==> src/rtl/mc_control_unit.sv <==
// Multi-cycle control FSM for the single-ported-memory datapath.
// Adds LW/SW wait states, BNE, TRAP on illegal opcodes and a saturating retired-instruction counter.
module mc_control_unit #(
  parameter int COUNT_W = 16,
  parameter int MEM_EN  = 1,
  parameter int TRAP_EN = 1
) (
  input  logic               clk,
  input  logic               reset,
  input  logic [5:0]         opCode,
  input  logic               mem_ready,
  output logic [1:0]         ALUOp,
  output logic               ALUSrcA,
  output logic [1:0]         ALUSrcB,
  output logic [1:0]         PCSource,
  output logic               PCWrite,
  output logic               PCWriteCond,
  output logic               BranchNe,
  output logic               IorD,
  output logic               MemRead,
  output logic               MemWrite,
  output logic               MemtoReg,
  output logic               IRWrite,
  output logic               RegWrite,
  output logic               RegDst,
  output logic               halted,
  output logic               illegal_op,
  output logic [3:0]         state_o,
  output logic [COUNT_W-1:0] instr_count
);

  typedef enum logic [3:0] {
    S_FETCH     = 4'd0,
    S_DECODE    = 4'd1,
    S_EXEC_R    = 4'd2,
    S_WB_R      = 4'd3,
    S_EXEC_I    = 4'd4,
    S_WB_I      = 4'd5,
    S_MEM_ADDR  = 4'd6,
    S_MEM_READ  = 4'd7,
    S_MEM_WB    = 4'd8,
    S_MEM_WRITE = 4'd9,
    S_BRANCH    = 4'd10,
    S_JUMP      = 4'd11,
    S_HALT      = 4'd12,
    S_TRAP      = 4'd13
  } state_t;

  typedef struct packed {
    logic [1:0] alu_op;
    logic       alu_src_a;
    logic [1:0] alu_src_b;
    logic [1:0] pc_source;
    logic       pc_write;
    logic       pc_write_cond;
    logic       branch_ne;
    logic       i_or_d;
    logic       mem_read;
    logic       mem_write;
    logic       mem_to_reg;
    logic       reg_write;
    logic       reg_dst;
    logic       halted;
    logic       illegal;
  } ctrl_t;

  localparam logic [5:0] OP_R_TYPE = 6'b000000;
  localparam logic [5:0] OP_ADDI   = 6'b001000;
  localparam logic [5:0] OP_LW     = 6'b100011;
  localparam logic [5:0] OP_SW     = 6'b101011;
  localparam logic [5:0] OP_BEQ    = 6'b000100;
  localparam logic [5:0] OP_BNE    = 6'b000101;
  localparam logic [5:0] OP_J      = 6'b000010;
  localparam logic [5:0] OP_END    = 6'b111111;

  localparam state_t             ILLEGAL_DEST = (TRAP_EN != 0) ? S_TRAP : S_FETCH;
  localparam logic [COUNT_W-1:0] COUNT_MAX    = {COUNT_W{1'b1}};

  state_t             state_r;
  state_t             next_state_s;
  logic [5:0]         op_r;
  logic [5:0]         next_op_s;
  logic               retire_s;
  logic               fetch_s;
  logic [COUNT_W-1:0] count_r;
  ctrl_t              ctrl_r;

  // Moore control decode for a state; FETCH's IRWrite/PCWrite gating by mem_ready is applied outside.
  function automatic ctrl_t ctrl_decode(input state_t s, input logic [5:0] op);
    ctrl_t c;
    c = '{default: 1'b0};
    case (s)
      S_FETCH: begin
        c.mem_read  = 1'b1;
        c.alu_src_b = 2'b01;
      end
      S_DECODE:   c.alu_src_b = 2'b11;
      S_EXEC_R: begin
        c.alu_src_a = 1'b1;
        c.alu_op    = 2'b10;
      end
      S_WB_R: begin
        c.reg_dst   = 1'b1;
        c.reg_write = 1'b1;
      end
      S_EXEC_I, S_MEM_ADDR: begin
        c.alu_src_a = 1'b1;
        c.alu_src_b = 2'b10;
      end
      S_WB_I:     c.reg_write = 1'b1;
      S_MEM_READ: begin
        c.i_or_d   = 1'b1;
        c.mem_read = 1'b1;
      end
      S_MEM_WB: begin
        c.mem_to_reg = 1'b1;
        c.reg_write  = 1'b1;
      end
      S_MEM_WRITE: begin
        c.i_or_d    = 1'b1;
        c.mem_write = 1'b1;
      end
      S_BRANCH: begin
        c.alu_src_a     = 1'b1;
        c.alu_op        = 2'b01;
        c.pc_source     = 2'b01;
        c.pc_write_cond = 1'b1;
        c.branch_ne     = (op == OP_BNE);
      end
      S_JUMP: begin
        c.pc_source = 2'b10;
        c.pc_write  = 1'b1;
      end
      S_HALT:  c.halted  = 1'b1;
      S_TRAP:  c.illegal = 1'b1;
      default: c = '{default: 1'b0};
    endcase
    return c;
  endfunction

  // Next-state, opcode latch and retirement decode.
  always_comb begin
    next_state_s = S_FETCH;
    next_op_s    = op_r;
    retire_s     = 1'b0;
    case (state_r)
      S_FETCH: begin
        if (mem_ready) next_state_s = S_DECODE;
        else           next_state_s = S_FETCH;
      end
      S_DECODE: begin
        next_op_s = opCode;
        case (opCode)
          OP_R_TYPE:     next_state_s = S_EXEC_R;
          OP_ADDI:       next_state_s = S_EXEC_I;
          OP_LW, OP_SW:  next_state_s = (MEM_EN != 0) ? S_MEM_ADDR : ILLEGAL_DEST;
          OP_BEQ, OP_BNE: next_state_s = S_BRANCH;
          OP_J:          next_state_s = S_JUMP;
          OP_END:        next_state_s = S_HALT;
          default:       next_state_s = ILLEGAL_DEST;
        endcase
      end
      S_EXEC_R:   next_state_s = S_WB_R;
      S_EXEC_I:   next_state_s = S_WB_I;
      S_MEM_ADDR: begin
        if (op_r == OP_LW) next_state_s = S_MEM_READ;
        else               next_state_s = S_MEM_WRITE;
      end
      S_MEM_READ: begin
        if (mem_ready) next_state_s = S_MEM_WB;
        else           next_state_s = S_MEM_READ;
      end
      S_MEM_WRITE: begin
        if (mem_ready) begin
          next_state_s = S_FETCH;
          retire_s     = 1'b1;
        end else begin
          next_state_s = S_MEM_WRITE;
        end
      end
      S_WB_R, S_WB_I, S_MEM_WB, S_BRANCH, S_JUMP: begin
        next_state_s = S_FETCH;
        retire_s     = 1'b1;
      end
      S_HALT:  next_state_s = S_HALT;
      S_TRAP:  next_state_s = S_TRAP;
      default: next_state_s = S_FETCH;
    endcase
  end

  // State, latched opcode, retire counter and registered controls for the state being entered.
  always_ff @(posedge clk or negedge reset) begin
    if (!reset) begin
      state_r <= S_FETCH;
      op_r    <= 6'd0;
      count_r <= {COUNT_W{1'b0}};
      ctrl_r  <= ctrl_decode(S_FETCH, 6'd0);
    end else begin
      state_r <= next_state_s;
      op_r    <= next_op_s;
      ctrl_r  <= ctrl_decode(next_state_s, next_op_s);
      if (retire_s && (count_r != COUNT_MAX)) begin
        count_r <= count_r + COUNT_W'(1'b1);
      end else begin
        count_r <= count_r;
      end
    end
  end

  assign fetch_s     = (state_r == S_FETCH);
  assign ALUOp       = ctrl_r.alu_op;
  assign ALUSrcA     = ctrl_r.alu_src_a;
  assign ALUSrcB     = ctrl_r.alu_src_b;
  assign PCSource    = ctrl_r.pc_source;
  assign PCWrite     = ctrl_r.pc_write | (fetch_s & mem_ready);
  assign PCWriteCond = ctrl_r.pc_write_cond;
  assign BranchNe    = ctrl_r.branch_ne;
  assign IorD        = ctrl_r.i_or_d;
  assign MemRead     = ctrl_r.mem_read;
  assign MemWrite    = ctrl_r.mem_write;
  assign MemtoReg    = ctrl_r.mem_to_reg;
  assign IRWrite     = fetch_s & mem_ready;
  assign RegWrite    = ctrl_r.reg_write;
  assign RegDst      = ctrl_r.reg_dst;
  assign halted      = ctrl_r.halted;
  assign illegal_op  = ctrl_r.illegal;
  assign state_o     = state_r;
  assign instr_count = count_r;

endmodule

==> config.mk <==
export PLATFORM = sky130hd
export DESIGN_NAME = mc_control_unit
export DESIGN_NICKNAME = d
export VERILOG_FILES = /design/src/rtl/mc_control_unit.sv
export SDC_FILE = /design/constraint.sdc
export NUM_CORES = 1
export LEC_CHECK = 0
export BUFFER_PORTS_ARGS = -buffer_cell sky130_fd_sc_hd__buf_2
export CAP_MARGIN = 25
export CORE_ASPECT_RATIO = 2
export CORE_MARGIN = 2
export CORE_UTILIZATION = 30
export CTS_BUF_LIST = sky130_fd_sc_hd__clkbuf_16
export DETAILED_ROUTE_END_ITERATION = 7
export PLACE_DENSITY = 0.54
export SLEW_MARGIN = 20
export SYNTH_ARGS = -nofsm -noshare
export SYNTH_HDL_FRONTEND = slang
export SYNTH_SLANG_ARGS = --single-unit
==> constraint.sdc <==
create_clock -name clk -period 2.4 [get_ports clk]
set_input_delay 0.12 -clock clk [delete_from_list [all_inputs] [get_ports clk]]
set_output_delay 0.12 -clock clk [all_outputs]
set_load 0.01 [all_outputs]
==> flow_summary.ini <==
[worst_setup_path]
timing.rr.end = MemRead
cp_num_buf_inv = 1
endpoint_kind = register
critPathArrivalTime_ns = 2.37
path_cells = or4b_4 -> a31oi_1 -> a211oi_1 -> inv_2 -> a211o_1 -> a21oi_1
rrSetupSlack_ns = 0.24
reg2regPathDepth = 6
cp-start-kind = register
cp.required_ns = 2.61
critPathSlowestCell = dfrtp_1
critPathMaxStageDelay_ns = 0.63
cp_top_family = compound AO/OA/AOI/OAI gates
r2r_start = state_o[3]
crit_fanout = 17
worstSetupPathType = register to register

[min_path]
min_from = opCode[1]
min_to = op_r[1]
worstHoldPathType = input pin to register
hold_depth = 3

[logic_synthesis]
synth_top_family_by_area = simple AND/OR/NAND/NOR gates
yosys-top-cells-count = dfrtp_1 (40), nand2_1 (29), nand3_1 (10), xnor2_1 (10), nor3_1 (9)
yosysTopAreaCell = dfrtp_1
netlist_top_cells_area = dfrtp_1 (48%), nand2_1 (5.2%), xnor2_1 (4.2%), dfstp_2 (2.5%), xor2_1 (2.5%)
synth_area_um2 = 2106
yosysMostFrequentCell = dfrtp_1
muxShareOfSynthArea_pct = 0.5348
synth-adder-area-share_pct = 0.5942
synthArstFlopShare_pct = 100.0
ys.flop_type = dfrtp_1
ys_warn_count = 0
synth_edf_count = 0
synthXorXnorAreaFrac_pct = 6.655
syn_area_per_cell_um2 = 10.12
synth_top_area_share_pct = 47.53
synth_nets = 218
synth-seq-cells = 42
ys_seq_area_share_pct = 50.03
synth_cells = 208
synth-compound-area-share_pct = 11.41
yosys.area_share.simple_pct = 25.25
synth_cell_type_count = 51

[detailed_routing]
drc = 0
drt_first_pass_iters = 4
drtIter0Drc = 74
dr_total_vias = 1695
drt_wl_total_um = 4912
wl_per_cell_um = 14.20
ant_nets = 0
via_per_inst = 4.899

[power]
p_comb_share_pct = 39.4
p_clk_share_pct = 22.3
switching_share_pct = 40.01
seqPwrFrac_pct = 38.3
p_sw_w = 0.001150
power.internal_w = 0.001725
ir_drop_v = 0.0005696
powerDensity_nw_per_um2 = 1121
leakagePower_nw = 1.239

[grt]
grt.total_usage_pct = 13.88
grt_max_degree = 43
grt_pass1_wl_um = 8211
antenna_found_initial = 0
grt_overflow = 0
grt_pass1_vias = 1669

[sta]
worst_slew_pin_slew_ns = 0.5850
max-slew-margin-rel_pct = 60.77
maxSlewViolCount = 0
fmax_mhz = 463.4
period_minus_slack_ns = 2.158
rsz0062_at_grt = false
hold_viol = 0
fin_tns_setup_ns = 0
setup_viol = 0
fin_crit_sh_pct = 89.91
clock_skew_ns = 0.006315

[clock_tree]
cts_made_buffers = 5
clk_latency_ns = 0.29
tritoncts = yes
htree_levels = 2
cts.path.max_buffers = 2
cts-resized-gates = 0
clkTransAtPathRegs_ns = 0.06
hold_buffers = 0
cts_sinks = 42
postCtsSetupBuffers = 0
root_buffer = clkbuf_16

[finish]
final_cell_area_um2 = 2564
drive_gt1_share_pct = 27.34
area_delta_synth_final_pct = 21.75
fin_nets = 265
diodes = 0
stdcell_count = 346

[run]
cap_viol_max_count = 0

[placement]
dpl.cell_count = 336
postPlaceCellArea_um2 = 2395
port_buffers = 47
gp_congestion = 0.7563
hpwl_um = 3643

[floorplanning]
die_w_um = 63.24
core_um2 = 6887
start_util_pct = 30.58
die_area_um2 = 7746
ioPinCount = 48
die_h_um = 122.5
rows = 43

[run_status]
status = finished, final reports clean
-- routing by layer --
| metal | part of all wire, % | vias to the layer above | track usage (%) | wire length (µm) |
|---|---|---|---|---|
| li1 | - | 829 | - | - |
| met1 | 40 | 819 | 15.66 | 1960 |
| met2 | 53 | 39 | 23.94 | 2595 |
| met3 | 4.7 | 8 | 3.483 | 231 |
| met4 | 2.5 | 0 | 7.337 | 123 |
| met5 | 0 | - | 0 | 0 |
-- stage by stage --
| step | worst slack [ns] | power, W | hold WS (ns) | util, % |
|---|---|---|---|---|
| after floorplan | 0.4834 | 0.001877 | -0.1756 | - |
| after global placement | 0.2670 | 0.002248 | 0.3216 | 34.77 |
| after detailed placement | 0.2825 | 0.002250 | 0.3136 | 34.77 |
| after CTS | 0.2493 | 0.002910 | 0.006057 | 36.79 |
| after global routing | 0.02916 | 0.003114 | 0.1621 | 37.23 |
| final | 0.2422 | 0.002874 | 0.1393 | 37.23 |
-- worst register-to-register path, cell delays in order (launching register included) --
cell      delay [ns]
dfrtp_1         0.63
or4b_4          0.28
a31oi_1         0.06
a211oi_1        0.53
inv_2           0.17
a211o_1         0.26
a21oi_1         0.17
-- area by class of cell --
| type | count | area [µm²] |
|---|---|---|
| inverters | 9 | 35.03 |
| repair buffers | 52 | 287.8 |
| fillers | 771 | 4323 |
| clock inverters | 3 | 13.76 |
| multi-input cells | 145 | 935.9 |
| well taps | 90 | 112.6 |
| clock buffers | 5 | 125.1 |
| flip-flops and latches | 42 | 1054 |
-- sequential cells by signal (all words and copies together), names as in the netlist, 2 cells and up --
signal / flops
op_r: 6
instr_count: 16
state_o: 4
ALUSrcB: 2
PCSource: 2
-- power by group through the flow --
| stage | combinational (W) | sequential [W] | clock, W |
|---|---|---|---|
| finish | 0.00113 | 0.00110 | 0.000640 |
| global route | 0.00129 | 0.00113 | 0.000694 |
| CTS | 0.00114 | 0.00110 | 0.000665 |
| detailed placement | 0.00113 | 0.00111 | 0 |
| global placement | 0.00113 | 0.00111 | 0 |
| floorplan | 0.000788 | 0.00109 | 0 |
-- worst max path at each step --
stage / startpoint / endpoint / depth (start not counted)
after floorplan: state_o[2] / BranchNe / 6
after global placement: state_o[3] / MemRead / 6
after detailed placement: state_o[1] / PCSource[0] / 6
after CTS: state_o[1] / PCSource[0] / 6
after global routing: state_o[3] / MemRead / 6
final: state_o[3] / MemRead / 6
-- cell families (layout without fill, tap and decap cells) --
logic type / count (synthesis) / in the layout
buf+inv: 21 / 69
xor+xnor: 16 / 16
simple gates: 96 / 96
compound gates: 31 / 31
flops: 42 / 42
fa+ha+maj: 1 / 1
mux: 1 / 1
-- cell usage in the layout (no fill, tap or decap), types with 3 or more instances in the layout --
cell and count:
a21oi_1 3, inv_1 7, and3_1 8, nor3_1 9, dfrtp_1 40, xnor2_1 10, nor2b_1 3, buf_4 3
and2_1 3, nand3_1 10, nor2_1 8, or4bb_1 3, nand2_1 29, a211oi_1 4, clkinv_2 3, clkbuf_16 5
buf_2 47, nand4_1 6, o21ai_0 8, nand2b_1 4, xor2_1 6
No activity file was read; power rests on OpenSTA's default activity.
